===== src/rtl/pkt_upsizer_inj.sv =====
// Avalon-ST upsizer: packs IN_BYTES beats into OUT_BYTES words; packet starts are admitted by an LFSR/credit gate.
// Latency: two edges from word completion to out_valid. in_ready depends only on accumulator state, never on out_ready.
module pkt_upsizer_inj #(
  parameter int IN_BYTES    = 8,
  parameter int OUT_BYTES   = 64,
  parameter int RATE_THRESH = 65535,
  parameter int SEED        = 1,
  parameter int MAX_CREDIT  = 15,
  localparam int EW  = (IN_BYTES > 1) ? $clog2(IN_BYTES) : 1,
  localparam int OEW = (OUT_BYTES > 1) ? $clog2(OUT_BYTES) : 1
) (
  input  logic                   clk,
  input  logic                   rst,
  input  logic                   in_valid,
  input  logic                   in_sop,
  input  logic                   in_eop,
  input  logic                   in_error,
  input  logic [8*IN_BYTES-1:0]  in_data,
  input  logic [EW-1:0]          in_empty,
  output logic                   in_ready,
  output logic                   out_valid,
  output logic                   out_sop,
  output logic                   out_eop,
  output logic                   out_error,
  output logic [8*OUT_BYTES-1:0] out_data,
  output logic [OEW-1:0]         out_empty,
  input  logic                   out_ready,
  output logic [31:0]            o_pkt_count,
  output logic                   o_proto_err
);
  localparam int RATIO = OUT_BYTES / IN_BYTES;
  localparam int IW    = 8 * IN_BYTES;
  localparam int OW    = 8 * OUT_BYTES;
  localparam int CW    = (RATIO > 1) ? $clog2(RATIO) : 1;
  localparam int BW    = $clog2(OUT_BYTES + 1);
  localparam int CRW   = (MAX_CREDIT > 0) ? $clog2(MAX_CREDIT + 1) : 1;
  localparam logic [15:0] SEED_V = (16'(SEED) == 16'd0) ? 16'd1 : 16'(SEED);

  typedef enum logic {IDLE, PKT} state_t;
  state_t state, state_nxt;

  logic          acc_complete, acc_sop, acc_eop, acc_err, pkt_err;
  logic [CW-1:0] acc_cnt;
  logic [BW-1:0] acc_bytes;
  logic [OW-1:0] acc_data;
  logic [15:0]   lfsr, lfsr_nxt;
  logic [CRW-1:0] credit;

  logic in_hs, drop, start, proto, beat_take, closes;
  logic draw, gate_open, mv, pkt_start;
  int   valid_bytes;
  logic [IW-1:0] beat_dat;
  logic [OW-1:0] beat_wide, beat_shift;

  assign in_ready  = !acc_complete && !rst;
  assign in_hs     = in_valid && in_ready;
  assign beat_take = in_hs && !drop;
  assign closes    = beat_take && (in_eop || acc_cnt == CW'(RATIO - 1));

  assign lfsr_nxt  = {1'b0, lfsr[15:1]} ^ (lfsr[0] ? 16'hB400 : 16'h0000);
  assign draw      = ({16'd0, lfsr} < 32'(RATE_THRESH)) && out_ready;
  assign gate_open = draw || (credit != '0);
  // Only the first word of a packet waits for the gate; continuation words flow freely.
  assign mv        = acc_complete && (!out_valid || out_ready) && (!acc_sop || gate_open);
  assign pkt_start = mv && acc_sop;

  always_comb begin
    state_nxt = state;
    drop      = 1'b0;
    start     = 1'b0;
    proto     = 1'b0;
    if (in_hs) begin
      if (state == IDLE) begin
        if (!in_sop) begin
          drop  = 1'b1;
          proto = 1'b1;
        end else begin
          start = 1'b1;
          if (!in_eop) state_nxt = PKT;
        end
      end else begin
        if (in_sop) proto = 1'b1;
        if (in_eop) state_nxt = IDLE;
      end
    end
  end

  always_comb begin
    valid_bytes = in_eop ? (IN_BYTES - int'(in_empty)) : IN_BYTES;
    beat_dat    = in_eop ? (in_data & ({IW{1'b1}} << (int'(in_empty) * 8))) : in_data;
    beat_wide   = '0;
    beat_wide[OW-1 -: IW] = beat_dat;
    beat_shift  = beat_wide >> (IW * int'(acc_cnt));
  end

  always_ff @(posedge clk) begin
    if (rst) begin
      state        <= IDLE;
      lfsr         <= SEED_V;
      credit       <= '0;
      acc_complete <= 1'b0;
      acc_sop      <= 1'b0;
      acc_eop      <= 1'b0;
      acc_err      <= 1'b0;
      pkt_err      <= 1'b0;
      acc_cnt      <= '0;
      acc_bytes    <= '0;
      acc_data     <= '0;
      out_valid    <= 1'b0;
      out_sop      <= 1'b0;
      out_eop      <= 1'b0;
      out_error    <= 1'b0;
      out_data     <= '0;
      out_empty    <= '0;
      o_pkt_count  <= '0;
      o_proto_err  <= 1'b0;
    end else begin
      state <= state_nxt;
      lfsr  <= lfsr_nxt;
      if (proto) o_proto_err <= 1'b1;

      if (draw && !pkt_start) begin
        if (credit != CRW'(MAX_CREDIT)) credit <= credit + 1'b1;
      end else if (pkt_start && !draw) begin
        if (credit != '0) credit <= credit - 1'b1;
      end

      if (out_valid && out_ready && out_eop) o_pkt_count <= o_pkt_count + 32'd1;

      if (mv) begin
        out_valid <= 1'b1;
        out_data  <= acc_data;
        out_sop   <= acc_sop;
        out_eop   <= acc_eop;
        out_error <= acc_err;
        out_empty <= OEW'(OUT_BYTES - int'(acc_bytes));
      end else if (out_ready) begin
        out_valid <= 1'b0;
      end

      // mv and beat_take are exclusive: one needs a complete word, the other an open one.
      if (mv) begin
        acc_complete <= 1'b0;
        acc_sop      <= 1'b0;
        acc_eop      <= 1'b0;
        acc_err      <= 1'b0;
        acc_cnt      <= '0;
        acc_bytes    <= '0;
        acc_data     <= '0;
      end else if (beat_take) begin
        acc_data  <= acc_data | beat_shift;
        acc_cnt   <= closes ? '0 : acc_cnt + 1'b1;
        acc_bytes <= BW'(IN_BYTES * int'(acc_cnt) + valid_bytes);
        acc_eop   <= in_eop;
        acc_err   <= in_eop && ((pkt_err && !start) || in_error);
        pkt_err   <= in_eop ? 1'b0 : (((pkt_err && !start)) || in_error);
        if (start)  acc_sop      <= 1'b1;
        if (closes) acc_complete <= 1'b1;
      end
    end
  end
endmodule


===== config.mk =====
export PLATFORM = sky130hd
export DESIGN_NAME = pkt_upsizer_inj
export DESIGN_NICKNAME = d
export VERILOG_FILES = /design/src/rtl/pkt_upsizer_inj.sv
export SDC_FILE = /design/constraint.sdc
export NUM_CORES = 2
export LEC_CHECK = 0
export CORE_ASPECT_RATIO = 0.8
export CORE_MARGIN = 2
export CORE_UTILIZATION = 45
export DETAILED_ROUTE_END_ITERATION = 8
export PLACE_DENSITY = 0.72
export SLEW_MARGIN = 25
export SYNTH_ARGS = -nofsm -noshare
export SYNTH_HDL_FRONTEND = slang
export SYNTH_SLANG_ARGS = --single-unit

===== constraint.sdc =====
create_clock -name clk -period 2.5 [get_ports clk]
set_clock_uncertainty 0.15 [all_clocks]
set_input_delay 0.25 -clock clk [delete_from_list [all_inputs] [get_ports clk]]
set_output_delay 0.25 -clock clk [all_outputs]
set_load 0.005 [all_outputs]

==> run summary <==
=====================================================================================
Outcome                                                                  finished, final reports clean
Die Footprint                                                             0.08379 mm²
Net count, final                                                                 5024
Worst Setup SP                                                                lfsr[0]
Data arrival, critical path                                                   2770 ps
Fraction of power consumed by combinational cells                                4.4%
Measured slew at the worst slew-check pin                                     1220 ps
Placer's final routability congestion estimate                                 0.8544
CTS H-Tree Depth                                                                    3
Top_reg_cell synth                                                       sky130_fd_sc_hd__dfxtp_1
Average routed wire per standard cell                                        18.36 µm
Clk network pwr share                                                           45.3%
Number of unique standard cell types used by synthesis                             42
Share of async-settable or async-resettable flops after synthesis                  0%
Crit path time final                                                          2377 ps
Register share of total power                                                   50.4%
Worst setup slack before clock tree synthesis                               -151.5 ps
CTS sink count                                                                   1102
Cell type with the highest aggregate area in the netlist                 sky130_fd_sc_hd__dfxtp_1
Ratio of cells with drive above 1 in the final layout                          7.060%
Kind of critical path                                                         reg2reg
Growth of design area from synthesis to finish                                 32.54%
Count of TritonRoute iterations in the first routing pass                           6
Cell-internal power                                                          27310 µW
Clk Latency, worst-skew pair                                                   660 ps
Data required time of the worst path                                          2890 ps
Top fanout value on the critical path                                               2
Most instantiated cells after synthesis                                  1102 x sky130_fd_sc_hd__dfxtp_1, 1073 x sky130_fd_sc_hd__nand2_1, 1054 x sky130_fd_sc_hd__a21oi_1, 564 x sky130_fd_sc_hd__nor2_1, 254 x sky130_fd_sc_hd__clkbuf_1
Sort of element at the start of the critical path                                flop
Effective utilization at floorplan                                             45.47%
Core box area                                                             0.08064 mm²
Start of the worst register-to-register path                                  lfsr[0]
Setup ws final                                                               123.3 ps
Number of buffers inserted during clock tree synthesis                            100
Via count of the first global-routing pass                                      29463
Synth Cell Area                                                           0.03667 mm²
Post-DP HPWL                                                                 74340 µm
Routed Antenna Nets                                                                 0
Final routed DRC violation total                                                    0
R2R Path End                                                                credit[3]
Cell area reported after detailed placement                               0.04514 mm²
Non-Filler Cell Area, Final                                               0.04860 mm²
Top achievable clock speed                                                  420.8 MHz
Count of final max-slew check failures                                              0
Routed Wire Length                                                          112100 µm
Total leakage power                                                        0.01690 µW
Largest voltage drop on the vdd net                                          616.1 µV
Capture point of the critical path                                          credit[3]
Clock Path Buffers                                                                  3
Global router's overall resource usage                                         25.73%
Total number of placement rows                                                     93
Net switching fraction of the power                                            22.19%
Worst rel slew slack                                                           18.63%
Synthesis-stage register bit count                                               1102
Register-to-register path setup slack                                          120 ps
Syn nets                                                                         4482
Max capacitance violation total                                                     0
Syn Inst Count                                                                   4393
Vias after detailed routing                                                     31802
Net switching power                                                           7790 µW
Power per standard cell area                                             722.3 mW/mm²
Antenna violations before repair                                                    3
Number of hold violations in the final report                                       0
CTS tree                                                                          yes
Kind of capture point of the worst setup path                                    flop
Die width                                                                    323.1 µm
Post-synthesis area per instance                                            8.346 µm²
Average vias per placed instance                                                5.207
Height of the chip                                                           259.3 µm
Number of DRC violations after detailed-routing iteration 0                      2618
I/O pin total                                                                     630
Remaining Overflow, GRT                                                             0
Fraction of the yosys area taken by sequential cells                           60.17%
Number of buffers inserted by port buffering                                      629
Number of cells after detailed placement                                         5923
Pin count of the biggest net entering global routing                              190
Share of the synthesized area in the top cell type                             60.17%
Total number of yosys warnings                                                      0
First-pass GRT wire length                                                  170100 µm
Depth of the worst register-to-register path                                        8
Area contributors post-synth                                             sky130_fd_sc_hd__dfxtp_1 60%, sky130_fd_sc_hd__a21oi_1 14%, sky130_fd_sc_hd__nand2_1 11%
Filler-free cell count of the finished design                                    6108
Setup violators final                                                               0
Count of flip-flops with a built-in enable after synthesis                          0
Final worst path period share                                                  95.07%
Core occupancy in the finished layout                                          60.26%
Top-count cell post-synth                                                sky130_fd_sc_hd__dfxtp_1
CTS Root Buffer Type                                                     sky130_fd_sc_hd__clkbuf_16
Clock-pin slew of the registers on the worst-case setup and hold paths          60 ps
Kind of path behind the tightest hold check                                    in2reg
=====================================================================================
[worst max-delay path, stage by stage (launching register included)]
cell                       delay [ps]
sky130_fd_sc_hd__dfxtp_1          340
sky130_fd_sc_hd__nand4_1          140
sky130_fd_sc_hd__o41ai_2          390
sky130_fd_sc_hd__nand2b_4         200
sky130_fd_sc_hd__ha_1             220
sky130_fd_sc_hd__a21o_1           180
sky130_fd_sc_hd__a21oi_2          120
sky130_fd_sc_hd__mux2i_1          210
sky130_fd_sc_hd__mux2_1           330
[cell type report]
class / instances / area (µm²)
tap: 1092 / 1366
multi-input combinational: 2913 / 13140
clock inverter: 37 / 500.5
sequential: 1102 / 22060
antenna: 2 / 5.005
timing repair buffer: 801 / 8533
clock buffer: 144 / 2919
inverter: 17 / 63.81
fill: 6896 / 32040
[layer usage]
metal | vias to the layer above | track usage, % | share of wire, %
met4 | 2 | 9.005 | 3.2
li1 | 15299 | - | -
met1 | 15148 | 35.30 | 44
met3 | 192 | 4.798 | 7.4
met5 | - | 0 | 0.012
met2 | 1161 | 40.68 | 46
[worst min-delay path by stage]
stage                 from           end  cells after the start
4_1_cts        in_empty[0]  acc_bytes[0]                      4
3_3_place_gp       lfsr[1]       lfsr[0]                      1
2_1_floorplan  in_empty[0]  acc_bytes[0]                      2
5_1_grt        in_empty[0]  acc_bytes[0]                      4
6_report       in_empty[0]  acc_bytes[0]                      4
3_5_place_dp       lfsr[1]       lfsr[0]                      1
[cells by family (layout without fill, tap and decap cells)]
kind of cell             count (synthesis)  count (layout)  synth area share [%]
AO/OA/AOI/OAI                         1069            1069                 14.67
XOR/XNOR                                36              36                0.8599
adder cells (fa/ha/maj)                 15              15                0.5324
buffers and inverters                  378             999                 4.259
flip-flops                            1102            1102                 60.17
multiplexers                             4               4                0.1126
other                                    0               2                     0
AND/OR/NAND/NOR                       1789            1789                 19.40
[layout by cell type, fill, tap and decap left out, types with 4 or more instances in the layout]
| master | n |
|---|---|
| sky130_fd_sc_hd__nor3_1 | 7 |
| sky130_fd_sc_hd__buf_4 | 96 |
| sky130_fd_sc_hd__nor4_1 | 12 |
| sky130_fd_sc_hd__nor2b_1 | 14 |
| sky130_fd_sc_hd__nand2_1 | 1073 |
| sky130_fd_sc_hd__a21oi_1 | 1052 |
| sky130_fd_sc_hd__nand3_1 | 15 |
| sky130_fd_sc_hd__dfxtp_1 | 1099 |
| sky130_fd_sc_hd__nor3_4 | 4 |
| sky130_fd_sc_hd__and2_0 | 7 |
| sky130_fd_sc_hd__nand4_1 | 11 |
| sky130_fd_sc_hd__clkbuf_16 | 101 |
| sky130_fd_sc_hd__xor2_1 | 11 |
| sky130_fd_sc_hd__or3_1 | 6 |
| sky130_fd_sc_hd__clkinv_2 | 17 |
| sky130_fd_sc_hd__nand2b_1 | 7 |
| sky130_fd_sc_hd__ha_1 | 14 |
| sky130_fd_sc_hd__clkbuf_1 | 20 |
| sky130_fd_sc_hd__inv_1 | 17 |
| sky130_fd_sc_hd__xnor2_1 | 25 |
| sky130_fd_sc_hd__clkbuf_8 | 23 |
| sky130_fd_sc_hd__clkdlybuf4s50_1 | 628 |
| sky130_fd_sc_hd__buf_12 | 75 |
| sky130_fd_sc_hd__and2_1 | 50 |
| sky130_fd_sc_hd__nor2_1 | 561 |
| sky130_fd_sc_hd__bufinv_16 | 10 |
| sky130_fd_sc_hd__o21ai_0 | 8 |
[through the flow]
step           power, µW  hold WS (ps)  TNS [ps]
2_1_floorplan      18860         263.2         0
3_3_place_gp       19580         274.2     -3439
3_5_place_dp       19580         280.1     -8233
4_1_cts            35280         162.0         0
5_1_grt            36080         208.1    -29.75
6_report           35100         199.9         0
[power by group through the flow]
stage | logic, µW | registers (µW) | clock network [µW]
floorplan | 804 | 18100 | 0
global placement | 1510 | 18100 | 0
detailed placement | 1510 | 18100 | 0
CTS | 1520 | 17700 | 16100
global route | 1630 | 17700 | 16800
finish | 1540 | 17700 | 15900
[state kept, by name, summed over array words and instances, names as in the netlist, 3 cells and up]
signal       cells
out_empty        6
acc_data       512
acc_cnt          3
credit           4
out_data       512
lfsr            16
o_pkt_count     32
acc_bytes        6
[what timing repair did]
action / CTS / global route
hold endpoints to repair: 24 / 0
setup buffers: 0 / 1
gates resized for setup: 0 / 5
setup endpoints to repair: 0 / 1
hold buffers: 1 / 0
(Power assumes the default switching activity.)
